$ cat config.mk
export PLATFORM = sky130hd
export DESIGN_NAME = pipeline_ctrl_flat
export DESIGN_NICKNAME = d
export VERILOG_FILES = /design/src/rtl/pipeline_ctrl_pkg.sv /design/src/rtl/pipeline_ctrl_if.sv /design/src/rtl/pipeline_ctrl_sat_counter.sv /design/src/rtl/pipeline_ctrl.sv /design/src/flat_wrapper.sv
export SDC_FILE = /design/constraint.sdc
export NUM_CORES = 1
export LEC_CHECK = 0
export ABC_CLOCK_PERIOD_IN_PS = 4600
export BUFFER_PORTS_ARGS = -buffer_cell sky130_fd_sc_hd__clkbuf_2
export CAP_MARGIN = 25
export CORE_MARGIN = 3
export CORE_UTILIZATION = 40
export DETAILED_ROUTE_END_ITERATION = 8
export PLACE_DENSITY = 0.67
export SYNTH_ARGS = -nofsm -noshare
export SYNTH_HDL_FRONTEND = slang
export SYNTH_SLANG_ARGS = --single-unit
$ cat constraint.sdc
create_clock -name clk -period 4.6 [get_ports clk]
set_input_delay 0.46 -clock clk [delete_from_list [all_inputs] [get_ports clk]]
set_output_delay 0.46 -clock clk [all_outputs]
set_load 0.005 [all_outputs]
$ cat src/rtl/pipeline_ctrl_pkg.sv
// Shared types for the pipeline stall/flush scheduler: FSM states, stage-control bundle
// and the canned control patterns used by the top-level evaluation.
package pipeline_ctrl_pkg;

    typedef enum logic [1:0] {
        ST_RUN   = 2'd0,
        ST_MWAIT = 2'd1,
        ST_HALT  = 2'd2
    } state_t;

    // Instruction word the stage registers load on a flush (addi x0,x0,0).
    localparam logic [31:0] NOP_INSN = 32'h0000_0013;

    typedef struct packed {
        logic pc_we;
        logic npc_sel;
        logic ifid_we;
        logic ifid_flush;
        logic idex_we;
        logic idex_flush;
        logic exmem_we;
        logic memwb_flush;
    } ctrl_t;

    function automatic ctrl_t ctrl_advance();
        ctrl_t c;
        c          = '0;
        c.pc_we    = 1'b1;
        c.ifid_we  = 1'b1;
        c.idex_we  = 1'b1;
        c.exmem_we = 1'b1;
        return c;
    endfunction

    function automatic ctrl_t ctrl_freeze();
        ctrl_t c;
        c             = '0;
        c.memwb_flush = 1'b1;
        return c;
    endfunction

endpackage

$ cat src/rtl/pipeline_ctrl_if.sv
// Hazard/branch/memory inputs and stage-control outputs of the pipeline scheduler.
interface pipeline_ctrl_if #(
    parameter int unsigned CNT_W = 32
);
    logic             ld_use_hz;
    logic             ex_valid;
    logic             ex_br_taken;
    logic [31:0]      ex_br_target;
    logic             mem_req;
    logic             mem_ack;

    logic             pc_we;
    logic             npc_sel;
    logic [31:0]      redir_pc;
    logic             ifid_we;
    logic             ifid_flush;
    logic             idex_we;
    logic             idex_flush;
    logic             exmem_we;
    logic             memwb_flush;
    logic             bus_err;
    logic [CNT_W-1:0] stall_cnt;
    logic [CNT_W-1:0] flush_cnt;

    modport master (
        input  ld_use_hz, ex_valid, ex_br_taken, ex_br_target, mem_req, mem_ack,
        output pc_we, npc_sel, redir_pc, ifid_we, ifid_flush, idex_we, idex_flush,
               exmem_we, memwb_flush, bus_err, stall_cnt, flush_cnt
    );

    modport slave (
        output ld_use_hz, ex_valid, ex_br_taken, ex_br_target, mem_req, mem_ack,
        input  pc_we, npc_sel, redir_pc, ifid_we, ifid_flush, idex_we, idex_flush,
               exmem_we, memwb_flush, bus_err, stall_cnt, flush_cnt
    );

endinterface

$ cat src/rtl/pipeline_ctrl_sat_counter.sv
// Event counter that sticks at all-ones instead of wrapping.
module sat_counter #(
    parameter int unsigned W = 32
) (
    input  logic         clk,
    input  logic         rst,
    input  logic         inc,
    output logic [W-1:0] count
);

    logic [W-1:0] r_count;

    always_ff @(posedge clk or posedge rst) begin
        if (rst) begin
            r_count <= '0;
        end else if (inc && (r_count != '1)) begin
            r_count <= r_count + W'(1);
        end
    end

    assign count = r_count;

endmodule

$ cat src/rtl/pipeline_ctrl.sv
// Stall/flush scheduler for the 5-stage pipeline: per-stage enables, bubbles, PC redirect,
// memory-wait watchdog and saturating stall/flush counters.
module pipeline_ctrl
    import pipeline_ctrl_pkg::*;
#(
    parameter int unsigned WAIT_TIMEOUT = 16,
    parameter int unsigned CNT_W        = 32
) (
    input  logic            clk,
    input  logic            rst,
    pipeline_ctrl_if.master ctl
);

    state_t       r_state;
    state_t       w_state_nxt;
    logic [7:0]   r_wait_cnt;
    logic [7:0]   w_wait_nxt;
    logic         r_bus_err;
    logic         w_bus_err_nxt;
    ctrl_t        w_ctrl;
    ctrl_t        w_ctrl_out;
    logic         w_eval;
    logic         w_stall_inc;
    logic         w_flush_inc;
    logic [CNT_W-1:0] w_stall_cnt;
    logic [CNT_W-1:0] w_flush_cnt;

    always_ff @(posedge clk or posedge rst) begin
        if (rst) begin
            r_state    <= ST_RUN;
            r_wait_cnt <= '0;
            r_bus_err  <= 1'b0;
        end else begin
            r_state    <= w_state_nxt;
            r_wait_cnt <= w_wait_nxt;
            r_bus_err  <= w_bus_err_nxt;
        end
    end

    always_comb begin
        w_state_nxt   = r_state;
        w_wait_nxt    = r_wait_cnt;
        w_bus_err_nxt = r_bus_err;
        w_ctrl        = ctrl_advance();
        w_eval        = 1'b0;
        w_stall_inc   = 1'b0;
        w_flush_inc   = 1'b0;

        unique case (r_state)
            ST_RUN: begin
                if (ctl.mem_req && !ctl.mem_ack) begin
                    w_ctrl      = ctrl_freeze();
                    w_stall_inc = 1'b1;
                    w_state_nxt = ST_MWAIT;
                    w_wait_nxt  = 8'd1;
                end else begin
                    w_eval = 1'b1;
                end
            end
            ST_MWAIT: begin
                if (!ctl.mem_ack) begin
                    w_ctrl      = ctrl_freeze();
                    w_stall_inc = 1'b1;
                    if (r_wait_cnt == 8'(WAIT_TIMEOUT)) begin
                        w_bus_err_nxt = 1'b1;
                        w_state_nxt   = ST_HALT;
                    end else begin
                        w_wait_nxt = r_wait_cnt + 8'd1;
                    end
                end else begin
                    // Ack cycle reuses the RUN evaluation so a branch parked in EX redirects now.
                    w_eval      = 1'b1;
                    w_state_nxt = ST_RUN;
                    w_wait_nxt  = '0;
                end
            end
            ST_HALT: begin
                w_ctrl = ctrl_freeze();
            end
            default: begin
                w_ctrl      = ctrl_freeze();
                w_state_nxt = ST_RUN;
                w_wait_nxt  = '0;
            end
        endcase

        if (w_eval) begin
            if (ctl.ex_valid && ctl.ex_br_taken) begin
                w_ctrl.npc_sel    = 1'b1;
                w_ctrl.ifid_flush = 1'b1;
                w_ctrl.idex_flush = 1'b1;
                w_flush_inc       = 1'b1;
            end else if (ctl.ld_use_hz) begin
                w_ctrl.pc_we      = 1'b0;
                w_ctrl.ifid_we    = 1'b0;
                w_ctrl.idex_flush = 1'b1;
                w_stall_inc       = 1'b1;
            end
        end
    end

    assign w_ctrl_out = rst ? ctrl_t'('0) : w_ctrl;

    assign ctl.pc_we       = w_ctrl_out.pc_we;
    assign ctl.npc_sel     = w_ctrl_out.npc_sel;
    assign ctl.redir_pc    = w_ctrl_out.npc_sel ? ctl.ex_br_target : '0;
    assign ctl.ifid_we     = w_ctrl_out.ifid_we;
    assign ctl.ifid_flush  = w_ctrl_out.ifid_flush;
    assign ctl.idex_we     = w_ctrl_out.idex_we;
    assign ctl.idex_flush  = w_ctrl_out.idex_flush;
    assign ctl.exmem_we    = w_ctrl_out.exmem_we;
    assign ctl.memwb_flush = w_ctrl_out.memwb_flush;
    assign ctl.bus_err     = r_bus_err;

    sat_counter #(.W(CNT_W)) u_stall_cnt (
        .clk   (clk),
        .rst   (rst),
        .inc   (w_stall_inc),
        .count (w_stall_cnt)
    );

    sat_counter #(.W(CNT_W)) u_flush_cnt (
        .clk   (clk),
        .rst   (rst),
        .inc   (w_flush_inc),
        .count (w_flush_cnt)
    );

    assign ctl.stall_cnt = w_stall_cnt;
    assign ctl.flush_cnt = w_flush_cnt;

endmodule

$ cat src/flat_wrapper.sv
// flat-port wrapper written by rule: the top's interface ports become plain ports
module pipeline_ctrl_flat import pipeline_ctrl_pkg::*;
#(
    parameter int unsigned WAIT_TIMEOUT = 16,
    parameter int unsigned CNT_W        = 32
)
  (clk, rst, ctl_ld_use_hz, ctl_ex_valid, ctl_ex_br_taken, ctl_ex_br_target, ctl_mem_req, ctl_mem_ack, ctl_pc_we, ctl_npc_sel, ctl_redir_pc, ctl_ifid_we, ctl_ifid_flush, ctl_idex_we, ctl_idex_flush, ctl_exmem_we, ctl_memwb_flush, ctl_bus_err, ctl_stall_cnt, ctl_flush_cnt);
  pipeline_ctrl_if #(.CNT_W(CNT_W)) ctl_i ();
  input  logic clk;
  input  logic rst;
  input wire logic [$bits(ctl_i.ld_use_hz)-1:0] ctl_ld_use_hz;
  input wire logic [$bits(ctl_i.ex_valid)-1:0] ctl_ex_valid;
  input wire logic [$bits(ctl_i.ex_br_taken)-1:0] ctl_ex_br_taken;
  input wire logic [$bits(ctl_i.ex_br_target)-1:0] ctl_ex_br_target;
  input wire logic [$bits(ctl_i.mem_req)-1:0] ctl_mem_req;
  input wire logic [$bits(ctl_i.mem_ack)-1:0] ctl_mem_ack;
  output wire logic [$bits(ctl_i.pc_we)-1:0] ctl_pc_we;
  output wire logic [$bits(ctl_i.npc_sel)-1:0] ctl_npc_sel;
  output wire logic [$bits(ctl_i.redir_pc)-1:0] ctl_redir_pc;
  output wire logic [$bits(ctl_i.ifid_we)-1:0] ctl_ifid_we;
  output wire logic [$bits(ctl_i.ifid_flush)-1:0] ctl_ifid_flush;
  output wire logic [$bits(ctl_i.idex_we)-1:0] ctl_idex_we;
  output wire logic [$bits(ctl_i.idex_flush)-1:0] ctl_idex_flush;
  output wire logic [$bits(ctl_i.exmem_we)-1:0] ctl_exmem_we;
  output wire logic [$bits(ctl_i.memwb_flush)-1:0] ctl_memwb_flush;
  output wire logic [$bits(ctl_i.bus_err)-1:0] ctl_bus_err;
  output wire logic [$bits(ctl_i.stall_cnt)-1:0] ctl_stall_cnt;
  output wire logic [$bits(ctl_i.flush_cnt)-1:0] ctl_flush_cnt;
  assign ctl_i.ld_use_hz = ctl_ld_use_hz;
  assign ctl_i.ex_valid = ctl_ex_valid;
  assign ctl_i.ex_br_taken = ctl_ex_br_taken;
  assign ctl_i.ex_br_target = ctl_ex_br_target;
  assign ctl_i.mem_req = ctl_mem_req;
  assign ctl_i.mem_ack = ctl_mem_ack;
  assign ctl_pc_we = ctl_i.pc_we;
  assign ctl_npc_sel = ctl_i.npc_sel;
  assign ctl_redir_pc = ctl_i.redir_pc;
  assign ctl_ifid_we = ctl_i.ifid_we;
  assign ctl_ifid_flush = ctl_i.ifid_flush;
  assign ctl_idex_we = ctl_i.idex_we;
  assign ctl_idex_flush = ctl_i.idex_flush;
  assign ctl_exmem_we = ctl_i.exmem_we;
  assign ctl_memwb_flush = ctl_i.memwb_flush;
  assign ctl_bus_err = ctl_i.bus_err;
  assign ctl_stall_cnt = ctl_i.stall_cnt;
  assign ctl_flush_cnt = ctl_i.flush_cnt;
  pipeline_ctrl #(.WAIT_TIMEOUT(WAIT_TIMEOUT), .CNT_W(CNT_W)) u_core (.clk(clk), .rst(rst), .ctl(ctl_i));
endmodule
==> results of run 1 <==
-- final cells by class --
| cell class | count | area [um2] | share of cell area |
|---|---|---|---|
| flip-flops and latches | 75 | 1880 | 0.358 |
| well taps | 133 | 166 | 0.0318 |
| inverters | 6 | 22.5 | 0.00430 |
| clock buffers | 9 | 124 | 0.0236 |
| multi-input cells | 322 | 2200 | 0.420 |
| clock inverters | 7 | 92.6 | 0.0177 |
| repair buffers | 146 | 758 | 0.145 |
-- routing by layer --
metal	global-route usage	wire length [um]
met1	0.238	4430
met2	0.312	5040
met3	0.0306	634
met4	0.0803	215
met5	0	0
-- where the power goes --
part / switching (uW) / internal [uW] / total [uW]
Combinational: 154 / 136 / 290
Clock: 254 / 304 / 559
Sequential: 86.9 / 716 / 803
-- logic make-up (layout without fill, tap and decap cells) --
family | after synthesis | count (layout)
AO/OA/AOI/OAI | 26 | 26
XOR/XNOR | 63 | 63
AND/OR/NAND/NOR | 224 | 224
flip-flops | 75 | 75
adder cells (fa/ha/maj) | 4 | 4
multiplexers | 5 | 5
buffers and inverters | 16 | 168
-- worst min-delay path, cell delays in order --
cell	delay [ns]
clkbuf_2	0.09
inv_2	0.05
buf_4	0.17
-- per-stage QoR --
stage	hold WS, ns	std cells	utilization
4_1_cts	0.427	697	0.524
2_1_floorplan	0.468	413	-
5_1_grt	0.0710	698	0.526
6_report	0.0696	698	0.526
3_5_place_dp	0.469	681	0.502
3_3_place_gp	0.471	681	0.502
-- layout by cell type, fill, tap and decap left out, types with 4 or more instances in the layout --
master    synthesis  final
clkbuf_2          0    143
dfrtp_1          75     75
xnor2_1          41     41
nand2_1          40     40
nand3_1          38     38
and2_1           38     38
nor2_1           26     26
xor2_1           22     22
nand4_1          21     21
and3_1           12     12
nor3_1           11     11
clkbuf_8          0      9
and4_1            7      7
a21oi_1           6      6
inv_1             6      5
o21ai_0           5      5
mux2_2            4      4
nor4_1            4      4
ha_1              4      4
-- flip-flops by register name, summed over array words and instances (netlist names) --
name	cells
u_core.u_flush_cnt.count	32
u_core.ctl.bus_err	1
u_core.r_state	2
u_core.u_stall_cnt.count	32
u_core.r_wait_cnt	8
-- how the worst max path moves through the flow --
stage | startpoint | end | slack (ns) | depth (start not counted)
after floorplan | rst | ctl_redir_pc[23] | 1.11 | 5
after global placement | ctl_mem_req | ctl_redir_pc[11] | 2.31 | 8
after detailed placement | ctl_ex_valid | u_core.u_stall_cnt.count[9] | 2.33 | 6
after CTS | u_core.r_state[0] | ctl_redir_pc[18] | 1.95 | 7
after global routing | u_core.r_state[0] | ctl_redir_pc[17] | 1.75 | 7
final | u_core.r_state[0] | ctl_redir_pc[18] | 2.00 | 7
==> flow_summary.yaml, run 1 <==
pwr:
  finalPower_uw: 1650
  leakagePower_uw: 0.00261
  pwr_density_cell_nw_per_um2: 315
  ir_drop_v: 0.000189
worst_setup_path:
  cp_max_fo: 35
  start_kind: "register"
  crit_buf_inv: 2
  crit_top_cell: "nor2_1"
  r2r-start: "u_core.u_stall_cnt.count[23]"
  cp-end-kind: "output port"
  crit_arrival_ns: 2.14
  crit_family: "simple AND/OR/NAND/NOR gates"
  reg2regPathDepth: 5
  worst_ep_required_time_ns: 4.14
  reg2reg_slack_ns: 2.42
  cp_cell_sequence: "o21ba_2 -> nor2_1 -> nand2_1 -> nor2_1 -> buf_4 -> and2_1 -> clkbuf_2"
  criticalPathCategory: "reg -> out"
  r2r_end: "u_core.u_stall_cnt.count[1]"
  crit_slowest_cell: "dfrtp_1"
  slowest_delay_ns: 0.52
yosys:
  syn_avg_cell_area_um2: 10.1
  ys_seq_area_frac: 0.452
  yosysTopAreaCell: "dfrtp_1"
  syn_inst: 413
  synth_edf_count: 0
  syn-num-nets: 456
  synthMuxAreaShare: 0.0133
  synth_compound_area_frac: 0.0476
  synth_top_family_by_area: "simple AND/OR/NAND/NOR gates"
  synth.lib_cells_used.distinct: 48
  synth_most_common_cell: "dfrtp_1"
  ys.flop_type: "dfrtp_1"
  synth_top_cells_by_area: "dfrtp_1 (45%), xnor2_1 (8.6%), and2_1 (5.7%)"
  synth_xor_area_frac: 0.133
  synthSimpleGateAreaFrac: 0.324
  synthAdderAreaFrac: 0.0120
  synth.cell_area_um2: 4150
  synthTopCellsByCount: "dfrtp_1 (75), xnor2_1 (41), nand2_1 (40), and2_1 (38), nand3_1 (38)"
  async_reset_ff_frac: 1.00
  synth_top_area_frac: 0.452
  ys_ff_latch: 75
  synth-warning-count: 0
detailed_routing:
  wire_per_inst_um: 14.8
  routed_wirelength_mm: 10.3
  num_vias: 3669
  dr.pass1.iters: 4
  viasPerCell: 5.26
  drc: 0
  drt_iter0_markers: 142
  ant_nets: 0
cells_and_area:
  fill_cells: 922
  area_delta_synth_final_pct: 26.1
  nNetsFinal: 603
  drive_gt1_frac: 0.331
  stdcell_area_um2: 5240
  diodes: 0
die:
  coreArea_um2: 9950
  initial_core_util: 0.417
  die_h_um: 108
  fp-row-count: 36
  die_area_um2: 11600
  num_io_pins: 144
  die_w_um: 108
cts:
  cts.sinks: 75
  clk_pin_slew_ns: 0.08
  cts_resized: 0
  cts_tree: "done"
  hold_buffers: 0
  htree_levels: 3
  clock_latency_ns: 0.35
  cts_buffers: 9
  cts.path.max_buffers: 2
  cts-root-buf: "clkbuf_8"
  post_cts_buffers: 0
global_routing:
  grt_pass1_vias: 3641
  grt-ovfl-total: 0
  grt_pass1_wl_mm: 17.5
  grt_usage: 0.186
  antenna_found_initial: 0
  grt_max_degree: 76
sta:
  final.setup_skew_ns: 0.00759
  slew_viol_final: 0
  setup_violations: 0
  period_share: 0.566
  fin_ws_ns: 2.00
  slew_headroom: 0.472
  fmax_mhz: 384
  worst_pin_slew_ns: 0.789
  hold_violations: 0
  min_period_ns: 2.60
  finalSetupTns_ns: 0
  rsz0062_at_grt: "no"
job:
  maxCapViolCount: 0
placement:
  placed_area_um2: 5000
  gp_congestion: 0.763
  dpl.hpwl_mm: 7.84
  dp_slack_ns: 2.33
  io_buffer_count: 143
status:
  outcome: "complete, no violations"
hold_path:
  hold_class: "in -> async"
Note: power is estimated with default switching activity, not from simulation.
==> run 2: changes to the inputs <==
Settings changed: ABC_CLOCK_PERIOD_IN_PS 4600 to 2300, PLACE_DENSITY 0.67 to 0.7.
Clock period 4.6 ns to 2.3 ns, I/O delays scaled along.
==> flow_summary.yaml, run 2 (synthesized netlist as in run 1, its figures left out) <==
status:
  outcome: "complete, no violations"
sta:
  worst_pin_slew_ns: 0.737
  hold_violations: 0
  setup_violations: 0
  slew_headroom: 0.506
  fmax_mhz: 481
  min_period_ns: 2.08
  slew_viol_final: 0
  rsz0062_at_grt: "no"
  final.setup_skew_ns: 0.0115
  finalSetupTns_ns: 0
  period_share: 0.904
placement:
  dpl.hpwl_mm: 7.83
  io_buffer_count: 143
  dp.cells: 688
  gp_congestion: 0.822
detailed_routing:
  ant_nets: 0
  viasPerCell: 5.20
  drt_iter0_markers: 211
  num_vias: 3681
  drc: 0
  dr.pass1.iters: 4
  routed_wirelength_mm: 10.2
  wire_per_inst_um: 14.5
pwr:
  ir_drop_v: 0.000275
  pwr_density_cell_nw_per_um2: 607
  leakagePower_uw: 0.00264
cells_and_area:
  fill_cells: 944
  fin_cells: 708
  diodes: 0
  drive_gt1_frac: 0.346
  layout_commonest_cell: "clkbuf_2"
  postLayoutCoreUtil: 0.534
  nNetsFinal: 613
  layout_common_cells: "clkbuf_2 (143), dfrtp_1 (74), xnor2_1 (41), nand2_1 (39)"
  area_delta_synth_final_pct: 27.9
cts:
  clock_latency_ns: 0.35
  cts_tree: "done"
  htree_levels: 3
  cts.path.max_buffers: 2
  cts-root-buf: "clkbuf_8"
  clk_pin_slew_ns: 0.07
  cts_buffers: 9
  cts.sinks: 75
worst_setup_path:
  cp_cell_sequence: "o21ba_2 -> nor2_2 -> nand2_2 -> nor2_2 -> buf_6 -> and2_1 -> clkbuf_2"
  cp_max_fo: 17
  start_kind: "register"
  worst_ep_required_time_ns: 2.07
  crit_arrival_ns: 1.85
  crit_top_cell: "nor2_2"
  slowest_delay_ns: 0.40
  crit_slowest_cell: "dfrtp_2"
  cp-end-kind: "output port"
  criticalPathCategory: "reg -> out"
job:
  maxCapViolCount: 0
global_routing:
  grt_usage: 0.179
  grt_max_degree: 76
  grt-ovfl-total: 0
  antenna_found_initial: 0
  grt_pass1_vias: 3661
  grt_pass1_wl_mm: 16.9
die:
  initial_core_util: 0.417
  die_w_um: 108
  fp-row-count: 36
  die_area_um2: 11600
  coreArea_um2: 9950
  num_io_pins: 144
  die_h_um: 108
hold_path:
  hold_class: "in -> reg"
run 2: changes by cell type in the layout (fill, tap and decap cells not counted), sizes merged:
cell and change:
bufinv -1, clkinv -2, buf +9, clkinvlp +2
clkbuf +1, dlygate4sd3 +1
run 2: worst max-delay path, delay by kind of cell, from the launching register on:
| kind | cells | cell delay [ns] |
|---|---|---|
| simple gates | 4 | 0.56 |
| compound gates | 1 | 0.26 |
| flops | 1 | 0.40 |
| buf+inv | 2 | 0.29 |
run 2: worst paths after layout:
path / startpoint / to / slack, ns / cells after the start
min in group asynchronous: rst / u_core.r_wait_cnt[3] / 0.46 / 4
min reg2reg: u_core.u_stall_cnt.count[10] / u_core.u_stall_cnt.count[10] / 0.50 / 1
max in group asynchronous: rst / u_core.r_state[0] / 1.25 / 5
max reg2reg: u_core.r_state[0] / u_core.u_stall_cnt.count[30] / 0.25 / 6
max: u_core.r_state[0] / ctl_redir_pc[21] / 0.22 / 7
min: ctl_mem_ack / u_core.r_state[0] / 0.24 / 4
run 2: report_power, final:
part | leakage, uW | total, uW | switching, uW | internal, uW
Clock | 0.0000966 | 1010 | 508 | 504
Combinational | 0.00152 | 606 | 316 | 290
Sequential | 0.00102 | 1610 | 173 | 1430
run 2: cell type report:
| type | count | area, um2 | area share |
|---|---|---|---|
| inverter | 6 | 26.3 | 0.00494 |
| multi-input combinational | 322 | 2210 | 0.415 |
| clock inverter | 6 | 65.1 | 0.0122 |
| sequential | 75 | 1880 | 0.353 |
| clock buffer | 10 | 128 | 0.0240 |
| timing repair buffer | 156 | 843 | 0.159 |
| tap | 133 | 166 | 0.0313 |
run 2: metal layers:
layer	wire length [um]	GRT usage
met3	630	0.0378
met2	5180	0.309
met5	0	0
met4	37	0.0406
met1	4400	0.230
run 2: what timing repair did:
item,4_1_cts,5_1_grt
resized for setup,2,5
buffers inserted,0,1
hold buffers,0,1
gates cloned,0,1
endpoints found under the setup margin,33,35
hold endpoints to repair,0,5
run 2: metrics by stage:
stage	power [uW]	hold slack [ns]	instance area, um2	setup slack, ns
global placement	2200	0.467	5050	0.274
floorplan	1930	0.404	4160	0.0516
detailed placement	2230	0.484	5050	0.244
CTS	3250	0.209	5250	0.0202
global route	3390	0.256	5310	0.0579
finish	3220	0.235	5310	0.222
==> run 3: changes to the inputs <==
--- a/constraint.sdc
+++ b/constraint.sdc
@@ -3,2 +3,2 @@
 set_output_delay 0.23 -clock clk [all_outputs]
-set_load 0.005 [all_outputs]
+set_load 0.01 [all_outputs]
==> flow_summary.yaml, run 3 (synthesized netlist as in run 1, its figures left out) <==
cts:
  cts_buffers: 9
  cts.path.max_buffers: 2
  cts_tree: "done"
  cts-root-buf: "clkbuf_8"
  cts.sinks: 75
  post_cts_buffers: 0
  htree_levels: 3
  clk_pin_slew_ns: 0.08
  clock_latency_ns: 0.35
global_routing:
  grt-ovfl-total: 0
  grt_max_degree: 76
  grt_pass1_vias: 3468
  grt_pass1_wl_mm: 17.0
  antenna_found_initial: 0
  grt_usage: 0.182
hold_path:
  hold_start: "ctl_mem_ack"
  hold_class: "in -> reg"
placement:
  gp_congestion: 0.819
  dpl.hpwl_mm: 7.89
  io_buffer_count: 143
sta:
  rsz0062_at_grt: "no"
  min_period_ns: 2.10
  finalSetupTns_ns: 0
  fmax_mhz: 475
  period_share: 0.915
  slew_headroom: 0.547
  setup_violations: 0
  final.setup_skew_ns: 0.00618
  worst_pin_slew_ns: 0.676
  whs_ns: 0.227
  hold_violations: 0
  slew_viol_final: 0
detailed_routing:
  drt_iter0_markers: 181
  dr.pass1.iters: 4
  routed_wirelength_mm: 10.4
  viasPerCell: 5.20
  ant_nets: 0
  drc: 0
  wire_per_inst_um: 14.7
  num_vias: 3690
pwr:
  ir_drop_v: 0.000264
  pwr_density_cell_nw_per_um2: 594
  leakagePower_uw: 0.00263
cells_and_area:
  area_delta_synth_final_pct: 27.3
  drive_gt1_frac: 0.342
  multi_input_area_um2: 2210
  layout_commonest_cell: "clkbuf_2"
  diodes: 0
  nNetsFinal: 614
  ff_latch_area_um2: 1880
  layout_common_cells: "clkbuf_2 (143), dfrtp_1 (75), xnor2_1 (41), nand2_1 (39)"
  fill_cells: 913
worst_setup_path:
  cp_cell_sequence: "o21ba_2 -> nor2_2 -> nand2_2 -> nor2_2 -> buf_6 -> and2_1 -> clkbuf_2"
  crit_slowest_cell: "dfrtp_1"
  criticalPathCategory: "reg -> out"
  cp-end-kind: "output port"
  cp_max_fo: 18
  crit_arrival_ns: 1.87
  worst_ep_required_time_ns: 2.07
  r2r-start: "u_core.u_stall_cnt.count[4]"
  slowest_delay_ns: 0.40
  crit_top_cell: "nor2_2"
  critical_path.startpoint: "u_core.r_state[0]"
  start_kind: "register"
die:
  die_w_um: 108
  die_area_um2: 11600
  num_io_pins: 144
  initial_core_util: 0.417
  coreArea_um2: 9950
  die_h_um: 108
  fp-row-count: 36
status:
  outcome: "complete, no violations"
job:
  maxCapViolCount: 0
[run 3: changes by cell type in the layout (fill, tap and decap cells not counted), sizes merged]
cell / previous run / this run
clkinv: 3 / 2
clkbuf: 153 / 155
bufinv: 1 / 0
buf: 12 / 13
[run 3: worst paths after layout]
path,to,slack (ns),depth (start not counted)
setup reg to reg,u_core.u_stall_cnt.count[30],0.37,5
hold / removal,u_core.r_state[0],0.23,4
hold reg to reg,u_core.ctl.bus_err,0.49,1
max in group asynchronous,u_core.u_flush_cnt.count[16],1.32,5
min in group asynchronous,u_core.r_wait_cnt[3],0.45,4
setup / recovery,ctl_redir_pc[8],0.20,7
[run 3: what timing repair did]
| action | 4_1_cts | 5_1_grt |
|---|---|---|
| hold buffers | 0 | 1 |
| gates resized for setup | 0 | 6 |
| endpoints found under the setup margin | 0 | 33 |
| endpoints found under the hold margin | 0 | 1 |
[run 3: layout make-up]
| type | count | share of cell area |
|---|---|---|
| multi-input combinational | 322 | 0.417 |
| sequential | 75 | 0.355 |
| timing repair buffer | 157 | 0.161 |
| tap | 133 | 0.0315 |
| clock buffer | 12 | 0.0256 |
| clock inverter | 4 | 0.00497 |
| inverter | 6 | 0.00497 |
[run 3: routing by layer]
metal / wire [um] / GRT usage / up-vias
li1: - / - / 1769
met1: 4520 / 0.236 / 1753
met2: 5080 / 0.307 / 154
met3: 646 / 0.0390 / 14
met4: 167 / 0.0541 / 0
met5: 0 / 0 / -
[run 3: where the power goes]
part	total [uW]	switching [uW]	internal, uW
Clock	883	489	393
Combinational	661	367	294
Sequential	1600	166	1430
Total	3140	1020	2120
[run 3: critical path: cells and delay by family, from the launching register on]
kind	cells	cell delay, ns
AO/OA/AOI/OAI	1	0.27
AND/OR/NAND/NOR	4	0.54
flip-flops	1	0.40
buffers and inverters	2	0.32
[run 3: metrics by stage]
stage	cells	area, um2	total power [uW]	util	setup slack (ns)
4_1_cts	706	5230	3170	0.526	0.0497
2_1_floorplan	413	4160	1980	-	0.00970
3_5_place_dp	690	5070	2280	0.509	0.406
3_3_place_gp	690	5070	2260	0.509	0.461
5_1_grt	709	5290	3330	0.531	0.0343
6_report	709	5290	3140	0.531	0.196
